File: src/rtl/vga_timing_pkg.sv
// rtl/vga_timing_pkg.sv - shared VGA axis timing types, standard modes and helpers
//
// Purpose: one axis (horizontal or vertical) is described by four segment
// lengths. Standard 640x480@60 and 800x600@60 modes are provided, together
// with axis_total(), which returns the full period of an axis.
package vga_timing_pkg;

  typedef struct packed {
    logic [15:0] active;
    logic [15:0] front_porch;
    logic [15:0] sync_pulse;
    logic [15:0] back_porch;
  } vga_axis_t;

  localparam vga_axis_t VGA_640x480_H = '{active: 16'd640, front_porch: 16'd16,
                                         sync_pulse: 16'd96, back_porch: 16'd48};
  localparam vga_axis_t VGA_640x480_V = '{active: 16'd480, front_porch: 16'd10,
                                         sync_pulse: 16'd2,  back_porch: 16'd33};
  localparam vga_axis_t VGA_800x600_H = '{active: 16'd800, front_porch: 16'd40,
                                         sync_pulse: 16'd128, back_porch: 16'd88};
  localparam vga_axis_t VGA_800x600_V = '{active: 16'd600, front_porch: 16'd1,
                                         sync_pulse: 16'd4,   back_porch: 16'd23};

  function automatic int axis_total(vga_axis_t a);
    return int'(a.active) + int'(a.front_porch) + int'(a.sync_pulse) + int'(a.back_porch);
  endfunction

endpackage

File: src/rtl/vga_timing_generator_axis.sv
// rtl/vga_timing_generator_axis.sv - single-axis VGA counter with registered sync/active decode
//
// Module vga_axis_counter.
// Ports:
//   clk, rst_n  : clock, synchronous active-low reset
//   step        : advance the counter by one position on this clk edge
//   count [CW]  : current position, resets to TOTAL-1 so the first step lands on 0
//   sync        : sync level (POLARITY while in the pulse, ~POLARITY otherwise)
//   active      : 1 while count < ACTIVE
//   wrap        : combinational, 1 while count == TOTAL-1 (next step returns to 0)
module vga_axis_counter
  import vga_timing_pkg::*;
#(
  parameter int CW       = 12,
  parameter int ACTIVE   = 640,
  parameter int FP       = 16,
  parameter int SYNC     = 96,
  parameter int BP       = 48,
  parameter bit POLARITY = 1'b0
) (
  input  logic          clk,
  input  logic          rst_n,
  input  logic          step,
  output logic [CW-1:0] count,
  output logic          sync,
  output logic          active,
  output logic          wrap
);

  localparam vga_axis_t CFG = '{active: 16'(ACTIVE), front_porch: 16'(FP),
                                sync_pulse: 16'(SYNC), back_porch: 16'(BP)};
  localparam int TOTAL = axis_total(CFG);
  localparam int SS    = ACTIVE + FP;
  localparam int SE    = SS + SYNC;

  localparam logic [CW-1:0] LAST  = CW'(TOTAL - 1);
  // One extra bit so the constants compare cleanly even when TOTAL == 2**CW.
  localparam logic [CW:0]   ACT_W = (CW+1)'(ACTIVE);
  localparam logic [CW:0]   SS_W  = (CW+1)'(SS);
  localparam logic [CW:0]   SE_W  = (CW+1)'(SE);

  if (TOTAL > (2 ** CW)) begin : g_total_chk
    $error("vga_axis_counter: total %0d does not fit in CW=%0d bits", TOTAL, CW);
  end
  if ((ACTIVE < 1) || (FP < 1) || (SYNC < 1) || (BP < 1)) begin : g_param_chk
    $error("vga_axis_counter: every segment length must be at least 1");
  end

  logic [CW-1:0] count_next;
  logic [CW:0]   next_w;

  assign wrap       = (count == LAST);
  assign count_next = wrap ? '0 : count + 1'b1;
  assign next_w     = {1'b0, count_next};

  // Decode from count_next so sync/active line up with count in the same cycle.
  always_ff @(posedge clk) begin
    if (!rst_n) begin
      count  <= LAST;
      sync   <= ~POLARITY;
      active <= 1'b0;
    end else if (step) begin
      count  <= count_next;
      sync   <= ((next_w >= SS_W) && (next_w < SE_W)) ? POLARITY : ~POLARITY;
      active <= (next_w < ACT_W);
    end
  end

endmodule

File: src/rtl/vga_timing_generator.sv
// rtl/vga_timing_generator.sv - full-frame VGA timing source (h/v counters, syncs, de, strobes)
//
// Ports:
//   clk, rst_n      : clock, synchronous active-low reset (wins over pix_en)
//   pix_en          : pixel tick, counters advance only when 1
//   h_count, v_count: current pixel column / line
//   hsync, vsync    : sync outputs, polarity set by H_POLARITY / V_POLARITY
//   de              : display enable (inside the active area of both axes)
//   line_start      : one-clk strobe after the pix_en edge that loads h = 0
//   frame_start     : one-clk strobe after the pix_en edge that loads (0,0)
// Optional (macro VGA_TIMING_LINE_MATCH_EN):
//   line_match [CW] : line number to match, sampled on the pix_en edge
//   line_irq        : strobe coincident with line_start when new v_count == line_match
module vga_timing_generator
  import vga_timing_pkg::*;
#(
  parameter int CW            = 12,
  parameter int H_ACTIVE      = int'(VGA_640x480_H.active),
  parameter int H_FRONT_PORCH = int'(VGA_640x480_H.front_porch),
  parameter int H_SYNC_PULSE  = int'(VGA_640x480_H.sync_pulse),
  parameter int H_BACK_PORCH  = int'(VGA_640x480_H.back_porch),
  parameter int V_ACTIVE      = int'(VGA_640x480_V.active),
  parameter int V_FRONT_PORCH = int'(VGA_640x480_V.front_porch),
  parameter int V_SYNC_PULSE  = int'(VGA_640x480_V.sync_pulse),
  parameter int V_BACK_PORCH  = int'(VGA_640x480_V.back_porch),
  parameter bit H_POLARITY    = 1'b0,
  parameter bit V_POLARITY    = 1'b0
) (
  input  logic          clk,
  input  logic          rst_n,
  input  logic          pix_en,
`ifdef VGA_TIMING_LINE_MATCH_EN
  input  logic [CW-1:0] line_match,
  output logic          line_irq,
`endif
  output logic [CW-1:0] h_count,
  output logic [CW-1:0] v_count,
  output logic          hsync,
  output logic          vsync,
  output logic          de,
  output logic          line_start,
  output logic          frame_start
);

  logic h_active, v_active;
  logic h_wrap, v_wrap;
  logic v_step;

  assign v_step = h_wrap & pix_en;

  vga_axis_counter #(
    .CW(CW), .ACTIVE(H_ACTIVE), .FP(H_FRONT_PORCH), .SYNC(H_SYNC_PULSE),
    .BP(H_BACK_PORCH), .POLARITY(H_POLARITY)
  ) u_h (
    .clk(clk), .rst_n(rst_n), .step(pix_en),
    .count(h_count), .sync(hsync), .active(h_active), .wrap(h_wrap)
  );

  vga_axis_counter #(
    .CW(CW), .ACTIVE(V_ACTIVE), .FP(V_FRONT_PORCH), .SYNC(V_SYNC_PULSE),
    .BP(V_BACK_PORCH), .POLARITY(V_POLARITY)
  ) u_v (
    .clk(clk), .rst_n(rst_n), .step(v_step),
    .count(v_count), .sync(vsync), .active(v_active), .wrap(v_wrap)
  );

  // Both operands are registers updated on the same edge, so de changes
  // exactly with the counters.
  assign de = h_active & v_active;

  // The counters reset to the last position, so the wrap flags are already
  // set and the first pix_en after reset raises both strobes.
  always_ff @(posedge clk) begin
    if (!rst_n) begin
      line_start  <= 1'b0;
      frame_start <= 1'b0;
    end else begin
      line_start  <= pix_en & h_wrap;
      frame_start <= pix_en & h_wrap & v_wrap;
    end
  end

`ifdef VGA_TIMING_LINE_MATCH_EN
  logic [CW-1:0] v_next_line;

  // Line about to be entered when h wraps; values >= V_TOTAL never match.
  assign v_next_line = v_wrap ? '0 : v_count + 1'b1;

  always_ff @(posedge clk) begin
    if (!rst_n) begin
      line_irq <= 1'b0;
    end else begin
      line_irq <= pix_en & h_wrap & (v_next_line == line_match);
    end
  end
`endif

endmodule

File: config.mk
export PLATFORM = sky130hd
export DESIGN_NAME = vga_timing_generator
export DESIGN_NICKNAME = d
export VERILOG_FILES = /design/src/rtl/vga_timing_pkg.sv /design/src/rtl/vga_timing_generator_axis.sv /design/src/rtl/vga_timing_generator.sv
export SDC_FILE = /design/constraint.sdc
export NUM_CORES = 1
export LEC_CHECK = 0
export CAP_MARGIN = 20
export CORE_MARGIN = 1.5
export CORE_UTILIZATION = 45
export DETAILED_ROUTE_END_ITERATION = 12
export PLACE_DENSITY = 0.7
export SYNTH_ARGS = -nofsm -noshare
export SYNTH_HDL_FRONTEND = slang
export SYNTH_HIERARCHICAL = 1
export SYNTH_SLANG_ARGS = --single-unit
File: constraint.sdc
create_clock -name clk -period 3 [get_ports clk]
set_clock_uncertainty 0.05 [all_clocks]
set_input_delay 0.75 -clock clk [delete_from_list [all_inputs] [get_ports clk]]
set_output_delay 0.75 -clock clk [all_outputs]
set_load 0.01 [all_outputs]
==> run summary <==
Pwr dens: 500 nW/µm²
Ratio of cells with drive above 1 in the final layout: 0.0798
Unique masters post-synth: 54
Final Hold Viols: 0
RSZ-0062 raised after global routing: no
Total GRT Usage: 0.234
Worst endpoint required time: 3.16 ns
Worst relative slew slack: 0.688
Largest net degree at the start of global routing: 16
CTS clock-pin slew for the worst setup and hold paths: 0.06 ns
Sequential cell fraction of total power: 0.403
Cell Area, Synth: 1890 µm²
Worst min path class: flop to flop
Wirelength per Cell: 15.9 µm
Post-CTS Setup Bufs: 0
Inserted Diodes: 0
P&R area growth vs syn: 23.2%
Ys async rst share: 0
Logic gate share of total power: 0.258
First-pass GRT wire length: 8.20 mm
Routability cong.: 0.921
Fin worst setup slack: 0.496 ns
Via density: 6.18
Syn Area/Cell: 8.01 µm²
Post-CTS Resized: 0
Crit-path slowest cell: or4_4
Syn nets: 243
Antenna Nets Post-Route: 0
Sequential share of the synthesized area: 0.318
Worst-margin pin slew: 0.465 ns
Worst skew pair latency: 0.28 ns
Detailed Routing Iterations Pass 1: 5
Multi-input gate area: 1170 µm²
DP HPWL: 3.39 mm
Main synth FF type: dfxtp_1
Setup violators final: 0
Cts hold-fix bufs: 0
Sw Ratio: 0.304
Root Driver: clkbuf_8
Antenna violations before repair: 0
Sum Neg Setup Slack: 0 ns
Final Cycle Share: 0.835
Overflow after GRT: 0
Slowest stage delay, CP: 0.57 ns
Psw: 0.000354 W
CTS sink cnt: 30
CP Capture Type: flop
Crit Path Category: flop to flop
Outcome: finished, final reports clean
Leakage power: 0.824 nW
Port bufs: 31
CTS buffer count: 5
Iteration-0 DRC Markers: 191
EDFF count, synth: 0
Clock power frac: 0.339
Cell Rows: 23
Syn Inst Count: 236
DIE WIDTH: 67.8 µm
Initial Util: 0.469
Setup WS pre-CTS: 0.521 ns
H-tree depth: 2
Internal power contribution: 0.000810 W
Die Height: 67.8 µm
Clk buf depth: 2
Yosys Warn Count: 6
Peak supply drop: 254 µV
TritonCTS clock tree: yes
Critical path cell sequence: or4_4, nor4_2, and2_2, nand2b_1, or4b_1, a21boi_1
I/O Pins: 32
Sequential cell area: 601 µm²
Post-layout net count: 269
Arr. time, crit path: 2.67 ns
Placeable core area: 4030 µm²
Max-cap viol count: 0
FMAX: 0.399 GHz
Startpoint types: flop
Final wirelength: 4.99 mm
Vias: 1933
CP max FO: 11
Area of the die: 4600 µm²
Fill cells: 380
Yosys reg bits: 30
Vias in the first global route: 1700
Post-layout minimum cycle time: 2.50 ns
Drt drc: 0
Slew Limit Fails: 0
## final timing paths
path / cells after the start / startpoint / slack [ns] / to
setup reg to reg: 6 / u_h/count[5]$_SDFFE_PN0P_ / 0.50 / u_v/count[4]$_SDFFE_PN0P_
hold reg to reg: 2 / u_v/active$_SDFFE_PN0P_ / 0.42 / u_v/active$_SDFFE_PN0P_
setup / recovery: 6 / u_h/count[5]$_SDFFE_PN0P_ / 0.50 / u_v/count[4]$_SDFFE_PN0P_
hold / removal: 2 / u_v/active$_SDFFE_PN0P_ / 0.42 / u_v/active$_SDFFE_PN0P_
## area by class of cell
cell class	instances	share of cell area
Timing Repair Buffer	37	0.153
Clock buffer	7	0.0328
Inverter	9	0.0145
Tap cell	50	0.0269
Clock inverter	1	0.0129
Multi-Input combinational cell	179	0.503
Sequential cell	30	0.258
## cells in the final DEF, fill, tap and decap left out, drive strengths merged, types with 2 or more instances in the layout
cell type,synthesis,layout
inv,9,9
a31oi,6,6
nor3,7,7
nor4,6,6
ha,4,4
a211oi,5,5
a21boi,7,7
dfxtp,30,30
clkbuf,11,7
or4b,2,2
or4,3,3
nor2,6,6
a211o,2,2
o21a,4,4
a21oi,6,6
and2,9,9
xor2,3,3
or2,3,3
xnor2,6,6
o31ai,4,4
o21ai,14,14
buf,7,6
and3,8,8
nand4,9,9
nand2,18,18
or3,5,5
o311ai,4,4
clkdlybuf4s50,0,31
nand2b,3,3
nor3b,3,3
nor4bb,4,4
nand3,15,15
## logic make-up (layout without fill, tap and decap cells)
group	Yosys count	count (layout)	synth area share
AOI/OAI and AO/OA	61	61	0.223
xor gates and xnor gates	9	9	0.0417
adders and majority gates	4	4	0.0265
buffers and inverters	27	54	0.0629
DFF	30	30	0.318
muxes	1	1	0.00529
and+or+nand+nor	104	104	0.323
## critical path: cells and delay by family, from the launching register on
family	cells	cell delay (ns)
DFF	1	0.40
and+or+nand+nor	5	1.84
AOI/OAI and AO/OA	1	0.14
## synth_stat cells, drive strengths merged, types with 3 or more instances
cell,n,area (µm²)
nand4,9,56.3
dfxtp,30,601
or4,3,26.3
nor4bb,4,40.0
nand3,15,75.1
nor3b,3,22.5
xnor2,6,52.6
or3,5,31.3
ha,4,50.1
xor2,3,26.3
nand2,18,67.6
and2,9,57.6
nand2b,3,18.8
a21oi,6,30.0
clkbuf,11,41.3
nor3,7,35.0
inv,9,33.8
buf,7,43.8
o31ai,4,30.0
o311ai,4,35.0
and3,8,51.3
o21a,4,30.0
nor2,6,22.5
a211oi,5,42.5
or2,3,18.8
nor4,6,43.8
a21boi,7,52.6
o21ai,14,70.1
a31oi,6,37.5
## registers in the layout, indices dropped and copies added (netlist names)
register,count
u_v/active,1
line_start,1
u_h/active,1
u_v/sync,1
u_v/count,12
frame_start,1
u_h/sync,1
u_h/count,12
## metrics by stage
step | std cells | total power (W) | cell area (µm²) | util | hold slack [ns]
2_1_floorplan | 236 | 0.000671 | 1890 | - | 0.386
3_3_place_gp | 305 | 0.000766 | 2220 | 0.552 | 0.402
3_5_place_dp | 305 | 0.000767 | 2220 | 0.552 | 0.410
4_1_cts | 313 | 0.00117 | 2330 | 0.578 | 0.419
5_1_grt | 313 | 0.00122 | 2330 | 0.578 | 0.450
6_report | 313 | 0.00116 | 2330 | 0.578 | 0.416
## power groups by stage
stage / combinational [W] / clock (W) / sequential (W)
after global placement: 0.000289 / 0 / 0.000476
after floorplan: 0.000209 / 0 / 0.000462
after global routing: 0.000329 / 0.000419 / 0.000474
final: 0.000300 / 0.000395 / 0.000469
after CTS: 0.000295 / 0.000405 / 0.000468
after detailed placement: 0.000291 / 0 / 0.000476
## layer usage
| metal | track usage | part of all wire | up-vias |
|---|---|---|---|
| li1 | - | - | 933 |
| met3 | 0.0477 | 0.089 | 10 |
| met4 | 0.0825 | 0.015 | 0 |
| met1 | 0.357 | 0.49 | 887 |
| met5 | 0 | 0 | - |
| met2 | 0.322 | 0.41 | 103 |
No activity file was read; power rests on OpenSTA's default activity.
